`src/rtl/bus_decoder.sv`:
```
// Address decoder for the picorv32 native bus: routes one request to the lowest matching slave and reports unmapped/timeout errors.
// Hit completes when the slave is ready (1 cycle minimum), unmapped in 2 cycles, timeout after TIMEOUT_CYCLES; master waits on m_ready, a DONE cycle separates transfers.
module bus_decoder #(
  parameter int                       NUM_SLAVES     = 4,
  parameter logic [NUM_SLAVES*32-1:0] SLAVE_BASE     = {32'h4000_0000, 32'h2000_0000, 32'h1000_0000, 32'h0000_0000},
  parameter logic [NUM_SLAVES*32-1:0] SLAVE_MASK     = {NUM_SLAVES{32'hFF00_0000}},
  parameter int                       TIMEOUT_CYCLES = 255,
  parameter logic [31:0]              ERR_RDATA      = 32'hDEAD_BEEF
) (
  input  logic                       clk,
  input  logic                       reset,
  input  logic                       m_valid,
  input  logic [31:0]                m_addr,
  input  logic [31:0]                m_wdata,
  input  logic [3:0]                 m_wstrb,
  output logic                       m_ready,
  output logic [31:0]                m_rdata,
  output logic [NUM_SLAVES-1:0]      s_valid,
  output logic [31:0]                s_addr,
  output logic [31:0]                s_wdata,
  output logic [3:0]                 s_wstrb,
  input  logic [NUM_SLAVES-1:0]      s_ready,
  input  logic [NUM_SLAVES*32-1:0]   s_rdata,
  output logic                       err_pulse,
  output logic [31:0]                err_addr,
  output logic [7:0]                 err_count
);

  localparam int          SW      = (NUM_SLAVES > 1) ? $clog2(NUM_SLAVES) : 1;
  localparam logic [15:0] TO_LAST = 16'(TIMEOUT_CYCLES - 1);

  typedef enum logic [1:0] {IDLE, ACTIVE, ERROR, DONE} state_t;

  state_t          state, state_nxt;
  logic [SW-1:0]   sel;
  logic [SW-1:0]   hit_idx;
  logic            hit;
  logic [15:0]     cnt;
  logic            sel_ready;
  logic [31:0]     sel_rdata;
  logic            timeout_hit;
  logic            err_cpl;

  assign s_addr  = m_addr;
  assign s_wdata = m_wdata;
  assign s_wstrb = m_wstrb;

  // Scan high to low so the lowest matching index is the one left standing.
  always_comb begin
    hit     = 1'b0;
    hit_idx = '0;
    for (int i = NUM_SLAVES - 1; i >= 0; i--) begin
      if ((m_addr & SLAVE_MASK[32*i +: 32]) == (SLAVE_BASE[32*i +: 32] & SLAVE_MASK[32*i +: 32])) begin
        hit     = 1'b1;
        hit_idx = SW'(i);
      end
    end
  end

  assign sel_ready   = s_ready[sel];
  assign sel_rdata   = s_rdata[32*sel +: 32];
  assign timeout_hit = (cnt == TO_LAST);

  always_ff @(posedge clk) begin
    if (reset) state <= IDLE;
    else       state <= state_nxt;
  end

  // ERROR spends one silent cycle (cnt == 0) before completing, mirroring the decode slot of a hit.
  always_comb begin
    state_nxt = state;
    case (state)
      IDLE:   if (m_valid) state_nxt = hit ? ACTIVE : ERROR;
      ACTIVE: begin
        if (!m_valid)                      state_nxt = IDLE;
        else if (sel_ready || timeout_hit) state_nxt = DONE;
      end
      ERROR:  if (cnt != 16'd0) state_nxt = DONE;
      DONE:   state_nxt = IDLE;
      default: state_nxt = IDLE;
    endcase
  end

  always_comb begin
    m_ready = 1'b0;
    m_rdata = 32'h0;
    s_valid = '0;
    err_cpl = 1'b0;
    if (!reset) begin
      case (state)
        ACTIVE: begin
          if (m_valid) begin
            if (sel_ready) begin
              m_ready      = 1'b1;
              m_rdata      = sel_rdata;
              s_valid[sel] = 1'b1;
            end else if (timeout_hit) begin
              m_ready = 1'b1;
              m_rdata = ERR_RDATA;
              err_cpl = 1'b1;
            end else begin
              s_valid[sel] = 1'b1;
            end
          end
        end
        ERROR: begin
          if (cnt != 16'd0) begin
            m_ready = 1'b1;
            m_rdata = ERR_RDATA;
            err_cpl = 1'b1;
          end
        end
        default: ;
      endcase
    end
  end

  assign err_pulse = err_cpl;

  always_ff @(posedge clk) begin
    if (reset) begin
      sel       <= '0;
      cnt       <= '0;
      err_addr  <= '0;
      err_count <= '0;
    end else begin
      if (state == IDLE) sel <= hit_idx;
      if ((state == ACTIVE || state == ERROR) && state_nxt == state) cnt <= cnt + 16'd1;
      else                                                          cnt <= '0;
      if (err_cpl) begin
        err_addr <= m_addr;
        if (err_count != 8'hFF) err_count <= err_count + 8'd1;
      end
    end
  end

endmodule

```
`config.mk`:
```
export PLATFORM = sky130hd
export DESIGN_NAME = bus_decoder
export DESIGN_NICKNAME = d
export VERILOG_FILES = /design/src/rtl/bus_decoder.sv
export SDC_FILE = /design/constraint.sdc
export NUM_CORES = 1
export LEC_CHECK = 0
export ABC_AREA = 1
export BUFFER_PORTS_ARGS = -buffer_cell sky130_fd_sc_hd__buf_4
export CAP_MARGIN = 10
export CORE_AREA = 2 2 135 137
export DETAILED_ROUTE_END_ITERATION = 6
export DIE_AREA = 0 0 137 139
export SLEW_MARGIN = 20
export SYNTH_ARGS = -nofsm -noshare
export SYNTH_HDL_FRONTEND = slang
export SYNTH_SLANG_ARGS = --single-unit
```
`constraint.sdc`:
```
create_clock -name clk -period 2.4 [get_ports clk]
set_input_delay 0.36 -clock clk [delete_from_list [all_inputs] [get_ports clk]]
set_output_delay 0.36 -clock clk [all_outputs]
set_load 0.05 [all_outputs]
```
# Word level (Yosys, flattened, before mapping)
# Index checks and enable logic that the tools add are counted.
[totals]
out_inout_bits = 146
elab_cells = 68
input_bits = 203
reg_bits = 60
[classes]
eq_ne = 9
shift = 1
muxes = 39
addsub = 2
n_lt_le_gt_ge = 2
n_bitwise = 1
reduce_logical = 9
[ops]
columns = ["operator", "n"]
rows = [
  ["$mux 32", 5],
  ["$shiftx 128x8->32", 1],
  ["$pmux 32 s2", 1],
  ["$logic_not 32->1", 1],
  ["$mux 4", 5],
  ["$mux 2", 9],
  ["$add 16x1->16 const B", 1],
  ["$eq 16x8->1 const B", 1],
  ["$reduce_bool 16->1", 1],
  ["$mux 1", 14],
  ["$add 8x1->8 const B", 1],
  ["$eq 8x5->1 const B", 1],
  ["$eq 8x6->1 const B", 1],
  ["$eq 8x7->1 const B", 1],
  ["$ne 8x8->1 const B", 1],
  ["$pmux 2 s4", 1],
  ["$eq 2x2->1 const B", 2],
  ["$pmux 1 s2", 2],
  ["$lt 2x3->1 const B", 1],
  ["$bmux 1 s2", 1],
  ["$demux 1 s2", 1],
  ["$eq 2x1->1 const B", 1],
  ["$eq 2x2->1", 1],
  ["$ge 2x1->1 const B", 1],
  ["6 further kinds", 8],
]

# Logic depth before layout (Yosys ltp)
# Gate-level depths: netlist (run 1).
[depth]
depth_word = 12
ltp_mapped = 15
mapped_depth_nobuf = 13

# Least setup slack after synthesis (run 1)
# Ideal clock, no wire load.
[synth_timing]
kind = "flip-flop to output port"
from = "register state[1]"
to = "output port m_rdata[16]"
path_stages_with_launch = 10
n_path_buf = 1
required_time_ns = 2.040
setup_slack_ns = -0.783
t_arrival_ns = 2.823
cell_sequence = "dfxtp_1 -> inv_1 -> ha_1 -> inv_1 -> nor2_1 -> nand3_1 -> nand2_1 -> inv_1 -> buf_1 -> a21oi_1"
[synth_via]
elab_chain_cells = 3
elab_cells_between_ends = 4
cone_classes = "2 x eq/ne; 2 x mux"
[synth_rtl]
columns = ["element", "line_no", "text"]
rows = [
  ["start: declaration", "34", "state_t state, state_nxt;"],
  ["start signal: assignment", "66", "else state <= state_nxt;"],
  ["$eq 2x2->1 or $eq 2x1->1 (tied branches)", "90", "case (state)"],
  ["$pmux 32 s2 *", "90", ""],
  ["$mux 32 *", "89", "if (!reset) begin"],
  ["end: declaration", "17", "output logic [31:0] m_rdata,"],
]
# Every way passes the cells marked *; elsewhere a longest branch is shown, timed or not.

# Worst setup path in the final report (run 1)
[layout_timing]
from = "register state[0]"
to = "output port m_rdata[3]"
# Same word-level chain as after synthesis.

==> qor.yml, run 1 <==
clocking:
  cts.sinks: 60
  cts.clk_slew.worst_paths_ps: 60
  cts-root-buf: "clkbuf_16"
  cts_tree: "yes"
  htree_levels: 3
  insertion_delay_ps: 330
  cts_buffers: 9
  clockBufferDepth: 2
  cts_hold_buf: 0
detailed_routing:
  first_iter_violations: 106
  drc: 0
  drtAntennaViolNets: 0
  postRouteWirelength_um: 16800
  firstDrtPassIters: 6
  vias_per_cell: 4.56
  wl_per_cell_um: 15.5
  num_vias: 4952
worst_setup_path:
  start_kind: "register"
  path_delay_family: "buffers and inverters"
  path_max_fanout: 7
  cp-end-kind: "output pin"
  max_stage_delay_ps: 370
  cp-startpoint: "state[0]"
  required_ps: 2040
  crit_arrival_ps: 1960
  r2r-start: "state[0]"
  path_buf_inv: 5
  crit_chain: "inv_4 > ha_4 > inv_2 > nor2_4 > nand3_2 > nand2_4 > inv_6 > clkbuf_16 > a21oi_4 > buf_6"
  slowest_stage: "dfxtp_4"
  path_class: "register to output pin"
power_and_ir_drop:
  sw_frac_of_total_pct: 32.4
  finalPower_mw: 3.15
  powerDensity_mw_per_mm2: 453
  p_sw_mw: 1.02
  clkPwrFrac_pct: 38.9
  ir_drop_uv: 240
  cellLeakagePower_nw: 3.18
  internal-power_mw: 2.13
  comb_power_share_pct: 28.6
  pwr-share-seq_pct: 32.5
global_route:
  overflow: 0
  grt_max_degree: 36
  grtUsageMet2_pct: 28.8
  grt_pass1_wl_um: 25100
  grt_most_used_layer: "met2"
  grtUsageMet1_pct: 19.1
  antenna_found_initial: 0
  grt_pass1_vias: 4688
  grt.met3_usage_pct: 5.41
  track_usage_pct: 16.7
synth:
  yosys-top-cells-area: "dfxtp_1, buf_4, nor2_1"
  yosysTopAreaCell: "dfxtp_1"
  syn_area_mm2: 0.00436
  synth_warnings: 0
  ys.flop_type: "dfxtp_1"
  synth.most_common_cell: "nor2_1"
  syn_area_per_cell_um2: 6.80
  ys_ff_latch: 60
  synth_seq_area_share_pct: 27.6
  syn_inst: 641
  synthArstFlopShare_pct: 0
  yosysTopAreaCellShare_pct: 27.6
  synth_edf_count: 0
  syn-num-nets: 853
  synth.distinct_cells: 32
  synthTopCellsByCount: "nor2_1, buf_4, nand2_1, dfxtp_1, o22ai_1"
cells_and_area:
  fillers: 1839
  final_cells: 1087
  drive_gt1_share_pct: 47.2
  nNetsFinal: 1065
  antenna_cells: 0
  final_core_util_pct: 39.4
  area_growth_pct: 59.6
floorplanning:
  io_pins: 349
  dieHeight_um: 139
  rows: 49
  core_mm2: 0.0177
  die_area_mm2: 0.0190
  start_util_pct: 24.7
  die_w_um: 137
run:
  drv_cap: 0
placed_design:
  pre_cts_ws_ps: 136
  gp_congestion: 0.837
  dp.cells: 1065
  dpl.hpwl_um: 13400
  port_buffers: 276
sta:
  hold_viol: 0
  finalCritPeriodShare_pct: 96.7
  maxSlewHeadroom_pct: 60.7
  report.final.setup_viol: 0
  maxSlewViolCount: 0
  layout_min_cycle_time_ps: 2320
  fmax_mhz: 431
  tns_ps: 0
  rsz0062_at_grt: "yes"
  skew_ps: 8.83
  finalWorstSetupSlack_ps: 79.1
  tightest_slew_ps: 589
hold_path:
  hold_path_class: "input pin to register"
  hold_start: "m_addr[2]"
outcome:
  status: "finished clean"
## logic make-up (layout without fill, tap and decap cells)
group,count (synthesis),count (layout),share of synthesized area [%]
adder cells (fa/ha/maj),9,9,2.58
AND/OR/NAND/NOR,269,269,28.6
flip-flops,60,60,27.6
buffers and inverters,144,361,19.3
AO/OA/AOI/OAI,140,140,18.2
XOR/XNOR,19,19,3.82
## through the flow
step / hold slack, ps / cell area [um2]
2_1_floorplan: 473 / 4620
3_3_place_gp: 492 / 6490
3_5_place_dp: 497 / 6490
4_1_cts: 260 / 6830
5_1_grt: 267 / 6960
6_report: 267 / 6960
## worst min-delay path: cells and delay by family
family	cells	cell delay, ps
simple gates	2	110
buf+inv	1	80
## routing by layer
layer  part of all wire (%)  vias up
met2                     48      223
met1                     39     2223
met3                    9.7       21
met4                    2.7        0
li1                       -     2485
met5                      0        -
## cell usage in the layout (no fill, tap or decap), types with 3 or more instances in the layout
| cell type | Yosys | final |
|---|---|---|
| nand4_1 | 3 | 3 |
| a21oi_4 | 0 | 20 |
| nor2_2 | 12 | 11 |
| inv_6 | 0 | 3 |
| a21oi_1 | 39 | 15 |
| dfxtp_2 | 0 | 7 |
| nand2_1 | 66 | 63 |
| nand3_2 | 1 | 4 |
| buf_6 | 3 | 14 |
| a21oi_2 | 0 | 4 |
| a22oi_1 | 8 | 8 |
| o21ai_0 | 36 | 36 |
| inv_2 | 4 | 7 |
| nor2_4 | 1 | 3 |
| inv_1 | 41 | 36 |
| xnor2_1 | 6 | 6 |
| a31oi_1 | 9 | 9 |
| clkbuf_16 | 0 | 10 |
| buf_12 | 0 | 4 |
| buf_4 | 72 | 279 |
| ha_1 | 9 | 7 |
| nand3_1 | 19 | 16 |
| nor3_1 | 15 | 14 |
| nand2_2 | 8 | 10 |
| nor2_1 | 127 | 126 |
| xor2_1 | 13 | 13 |
| dfxtp_1 | 60 | 51 |
| nand2_4 | 2 | 3 |
| nor3_2 | 11 | 12 |
| o22ai_1 | 48 | 47 |
## worst paths after layout
check	to	slack, ps	depth (start not counted)
setup / recovery	m_rdata[3]	80	10
hold / removal	err_addr[2]	270	3
setup reg to reg	err_addr[14]	440	10
hold reg to reg	cnt[0]	480	1
## cell type report
class	count	area, um2	share of cell area, %
Inverter	47	185	2.66
Clock buffer	10	239	3.44
Timing Repair Buffer	298	2360	33.9
Sequential cell	60	1220	17.5
Clock inverter	6	47.5	0.684
Tap cell	229	287	4.12
Multi-Input combinational cell	437	2620	37.7
## flip-flops by register name, indices dropped and copies added, names as in the netlist
signal     count
cnt           16
err_addr      32
err_count      8
sel            2
state          2
## power groups by stage
stage / Combinational [mW] / Clock [mW] / Sequential, mW
final: 0.899 / 1.22 / 1.02
after global routing: 0.965 / 1.30 / 1.03
after CTS: 0.881 / 1.26 / 1.02
after detailed placement: 0.862 / 0 / 1.04
after global placement: 0.861 / 0 / 1.04
after floorplan: 0.668 / 0 / 1.06
## what timing repair did
action	4_1_cts	5_1_grt
setup buffers	1	4
setup endpoints to repair	33	33
cloned	0	1
pin swaps	0	4
gates resized for setup	14	26
Power figures use the tool's default switching activity.
==> inputs of run 2 (changes only) <==
--- a/config.mk
+++ b/config.mk
@@ -11,6 +11,7 @@
 export CORE_AREA = 2 2 135 137
 export DETAILED_ROUTE_END_ITERATION = 6
 export DIE_AREA = 0 0 137 139
+export GPL_TIMING_DRIVEN = 0
 export SLEW_MARGIN = 20
 export SYNTH_ARGS = -nofsm -noshare
 export SYNTH_HDL_FRONTEND = slang
==> qor.yml, run 2 (synthesis results as in run 1) <==
cells_and_area:
  final_cells: 1212
  layout_common_cells: "buf_4, nor2_1, nand2_1"
  top_regs: "err_addr: 32 flops, cnt: 16 flops, err_count: 8 flops"
  largest_register_ffs: 32
  layout_commonest_cell: "buf_4"
  area_growth_pct: 85.1
  nNetsFinal: 1190
  antenna_cells: 0
  top_register: "err_addr"
  drive_gt1_share_pct: 55.7
global_route:
  grt.met3_usage_pct: 5.19
  grtUsageMet1_pct: 20.3
  grt_pass1_vias: 5379
  grtUsageMet2_pct: 33.6
  grt_most_used_layer: "met2"
  grt_max_degree: 19
  antenna_found_initial: 1
  grt_pass1_wl_um: 27700
  track_usage_pct: 18.6
  overflow: 0
worst_setup_path:
  r2r_cells: 14
  slowest_stage: "dfxtp_4"
  path_delay_family: "buffers and inverters"
  crit_arrival_ps: 2060
  path_buf_inv: 5
  path_class: "register to output pin"
  start_kind: "register"
  required_ps: 2040
  cp_num_cells: 10
  cp-end-kind: "output pin"
  path_max_fanout: 10
  crit_chain: "inv_6 > ha_4 > inv_2 > nor2_4 > nand3_2 > nand2_4 > clkinvlp_4 > buf_8 > a21oi_4 > buf_6"
  max_stage_delay_ps: 360
sta:
  report.final.setup_viol: 11
  finalCritPeriodShare_pct: 101
  fmax_mhz: 414
  finalWorstSetupSlack_ps: -15.6
  maxSlewHeadroom_pct: 67.2
  holdWs_ps: 260
  tightest_slew_ps: 492
  hold_viol: 0
  layout_min_cycle_time_ps: 2420
  skew_ps: 5.82
  rsz0062_at_grt: "yes"
  maxSlewViolCount: 0
clocking:
  cts_buffers: 9
  htree_levels: 3
  clockBufferDepth: 2
  cts_hold_buf: 0
  insertion_delay_ps: 330
  cts_tree: "yes"
  cts-root-buf: "clkbuf_16"
  cts.sinks: 60
  cts.clk_slew.worst_paths_ps: 60
floorplanning:
  io_pins: 349
  start_util_pct: 24.7
  die_area_mm2: 0.0190
  die_w_um: 137
  core_mm2: 0.0177
  rows: 49
  dieHeight_um: 139
placed_design:
  port_buffers: 312
  dp.cells: 1182
  pre_cts_ws_ps: -322
  gp_congestion: 0.834
  dpl.hpwl_um: 15000
hold_path:
  hold_path_class: "input pin to register"
  min_path_cells: 3
power_and_ir_drop:
  ir_drop_uv: 250
  cellLeakagePower_nw: 3.80
  powerDensity_mw_per_mm2: 463
  finalPower_mw: 3.73
detailed_routing:
  wl_per_cell_um: 15.2
  num_vias: 5406
  drtAntennaViolNets: 0
  drc: 0
  first_iter_violations: 153
  vias_per_cell: 4.46
  postRouteWirelength_um: 18400
  firstDrtPassIters: 4
outcome:
  status: "finished with violations"
  violations: "setup timing"
run:
  drv_cap: 0
## run 2: final timing paths
path                            slack, ps         start            to
worst min-delay path                  260    m_addr[17]  err_addr[17]
worst max-delay path                  -20      state[0]   m_rdata[23]
worst min register to register        500  err_count[3]  err_count[3]
worst max register to register        430        cnt[0]   err_addr[6]
## run 2: metrics by stage
| stage | util [%] | instance area [um2] | TNS, ps |
|---|---|---|---|
| final | 45.7 | 8070 | -83.8 |
| after global routing | 45.7 | 8070 | -1530 |
| after CTS | 45.6 | 8060 | -1880 |
| after detailed placement | 41.1 | 7250 | -4940 |
| after global placement | 41.1 | 7250 | -8610 |
| after floorplan | - | 4620 | -840 |
## run 2: repair_timing
item                                    4_1_cts  5_1_grt
cloned                                        1        0
setup buffers                                17        1
pin swaps                                     6        7
resized for setup                            87       36
endpoints found under the setup margin       36       37
## run 2: layout make-up
type | count | area, um2
timing repair buffer | 330 | 2620
multi-input combinational | 437 | 2700
inverter | 47 | 193
tap | 229 | 287
clock buffer | 9 | 225
fill | 1837 | 9590
sequential | 60 | 1230
buffer | 93 | 691
clock inverter | 7 | 124
## run 2: per-layer routing
metal	routed length [um]	share of wire (%)	vias up
li1	-	-	2738
met3	1720	9.3	25
met1	6780	37	2431
met2	9440	51	210
met5	12	0.065	-
met4	474	2.6	2
## run 2: power breakdown
part	total [mW]	internal (mW)	switching, mW
registers	1.02	1.01	0.00960
logic	1.20	0.519	0.685
clock network	1.51	1.02	0.492
## run 2: worst min-delay path, cell delays in order
cell    delay (ps)
buf_4           80
nor2_1          30
nor2_1          80
==> inputs of run 3 (changes only) <==
--- a/config.mk
+++ b/config.mk
@@ -6,12 +6,11 @@
 export NUM_CORES = 1
 export LEC_CHECK = 0
 export ABC_AREA = 1
-export BUFFER_PORTS_ARGS = -buffer_cell sky130_fd_sc_hd__buf_4
 export CAP_MARGIN = 10
 export CORE_AREA = 2 2 135 137
 export DETAILED_ROUTE_END_ITERATION = 6
 export DIE_AREA = 0 0 137 139
-export GPL_TIMING_DRIVEN = 0
+export DONT_BUFFER_PORTS = 1
 export SLEW_MARGIN = 20
 export SYNTH_ARGS = -nofsm -noshare
 export SYNTH_HDL_FRONTEND = slang
==> qor.yml, run 3 (synthesis results as in run 1) <==
cells_and_area:
  largest_register_ffs: 32
  layout_commonest_cell: "nor2_1"
  nNetsFinal: 825
  top_register: "err_addr"
  layout_common_cells: "nor2_1, nand2_1, dfxtp_1"
  final_cells: 847
  area_growth_pct: 24.2
  drive_gt1_share_pct: 26.6
  final_cell_area_mm2: 0.00541
  top_regs: "err_addr: 32 flops, cnt: 16 flops, err_count: 8 flops"
detailed_routing:
  drtAntennaViolNets: 0
  num_vias: 4073
  wl_per_cell_um: 18.3
  first_iter_violations: 143
  postRouteWirelength_um: 15500
  vias_per_cell: 4.81
  firstDrtPassIters: 4
  drc: 0
worst_setup_path:
  crit_arrival_ps: 1980
  path_delay_family: "flip-flops"
  r2r-start: "state[0]"
  crit_chain: "inv_4 > ha_4 > inv_1 > nor2_4 > nand3_2 > nand2_4 > inv_4 > clkbuf_16 > a21oi_4"
  cp-end-kind: "output pin"
  path_common_cell: "inv_4"
  required_ps: 2040
  max_stage_delay_ps: 360
  start_kind: "register"
  path_class: "register to output pin"
  regToRegSetupSlack_ps: 500
  path_buf_inv: 4
  r2r_cells: 10
  path_max_fanout: 6
  slowest_stage: "dfxtp_4"
  cp_num_cells: 9
  worstReg2RegEnd: "err_addr[8]"
hold_path:
  min_path_cells: 1
  hold_end: "state[0]"
  hold_path_class: "input pin to register"
  hold_start: "reset"
power_and_ir_drop:
  powerDensity_mw_per_mm2: 547
  pwr-share-seq_pct: 35.2
  clkPwrFrac_pct: 47.3
  comb_power_share_pct: 17.5
  ir_drop_uv: 282
  internal-power_mw: 2.15
  cellLeakagePower_nw: 2.07
  sw_frac_of_total_pct: 27.2
  p_sw_mw: 0.806
clocking:
  cts_buffers: 9
  cts.sinks: 60
  cts_hold_buf: 0
  cts.clk_slew.worst_paths_ps: 50
  clockBufferDepth: 2
  cts-root-buf: "clkbuf_16"
  htree_levels: 3
  cts_tree: "yes"
  insertion_delay_ps: 320
floorplanning:
  io_pins: 349
  core_mm2: 0.0177
  start_util_pct: 24.7
  dieHeight_um: 139
  rows: 49
  die_w_um: 137
  die_area_mm2: 0.0190
sta:
  skew_ps: 7.87
  holdWs_ps: 95.1
  finalWorstSetupSlack_ps: 59.8
  fmax_mhz: 427
  maxSlewHeadroom_pct: 59.8
  tightest_slew_ps: 601
  layout_min_cycle_time_ps: 2340
  report.final.setup_viol: 0
  finalCritPeriodShare_pct: 97.5
  maxSlewViolCount: 0
  tns_ps: 0
  hold_viol: 0
placed_design:
  pre_cts_ws_ps: 154
  port_buffers: 0
  gp_congestion: 0.815
  place_area_mm2: 0.00488
  dpl.hpwl_um: 12200
  dp.cells: 821
outcome:
  status: "finished clean"
run:
  drv_cap: 0
global_route:
  overflow: 0
  antenna_found_initial: 0
  grt_max_degree: 30
  track_usage_pct: 15.0
  grt_pass1_wl_um: 21900
  grt_pass1_vias: 3935
-- run 3: power by group through the flow --
| stage | sequential, mW | clock, mW | combinational, mW |
|---|---|---|---|
| 2_1_floorplan | 1.06 | 0 | 0.668 |
| 3_3_place_gp | 1.06 | 0 | 0.471 |
| 3_5_place_dp | 1.06 | 0 | 0.470 |
| 4_1_cts | 1.04 | 1.44 | 0.489 |
| 5_1_grt | 1.04 | 1.48 | 0.569 |
| 6_report | 1.04 | 1.40 | 0.518 |
-- run 3: timing repair --
item | CTS | global route
pin swaps | 0 | 5
resized for setup | 12 | 17
setup buffers | 0 | 7
gates cloned | 0 | 3
endpoints found under the setup margin | 32 | 31
-- run 3: worst max-delay path by stage --
| stage | to | start |
|---|---|---|
| after global placement | m_rdata[21] | state[1] |
| after global routing | m_rdata[23] | state[0] |
| after CTS | m_rdata[30] | state[1] |
| final | m_rdata[25] | state[0] |
| after detailed placement | m_rdata[30] | state[1] |
| after floorplan | m_rdata[10] | cnt[0] |
-- run 3: cell type report --
| cell class | instances | area, um2 |
|---|---|---|
| clock buffers | 11 | 253 |
| fillers | 1869 | 12200 |
| flip-flops and latches | 60 | 1220 |
| multi-input cells | 437 | 2640 |
| well taps | 229 | 287 |
| clock inverters | 4 | 72.6 |
| diodes | 1 | 2.50 |
| repair buffers | 58 | 749 |
| inverters | 47 | 185 |
-- run 3: layer usage --
| layer | up-vias | routed length [um] | GRT usage [%] |
|---|---|---|---|
| li1 | 1999 | - | - |
| met1 | 1831 | 5700 | 15.6 |
| met2 | 223 | 7820 | 27.3 |
| met3 | 20 | 1550 | 5.26 |
| met4 | 0 | 399 | 5.91 |
| met5 | - | 0 | 0 |
-- run 3: through the flow --
stage | total power, mW | util (%)
after global placement | 1.53 | 27.6
after detailed placement | 1.53 | 27.6
final | 2.96 | 30.6
after global routing | 3.09 | 30.6
after CTS | 2.97 | 29.7
after floorplan | 1.72 | -
-- run 3: worst register-to-register path, delay by kind of cell, from the launching register on --
| family | cells | cell delay (ps) |
|---|---|---|
| AND/OR/NAND/NOR | 5 | 640 |
| buffers and inverters | 4 | 520 |
| flip-flops | 1 | 360 |
| adder cells (fa/ha/maj) | 1 | 270 |
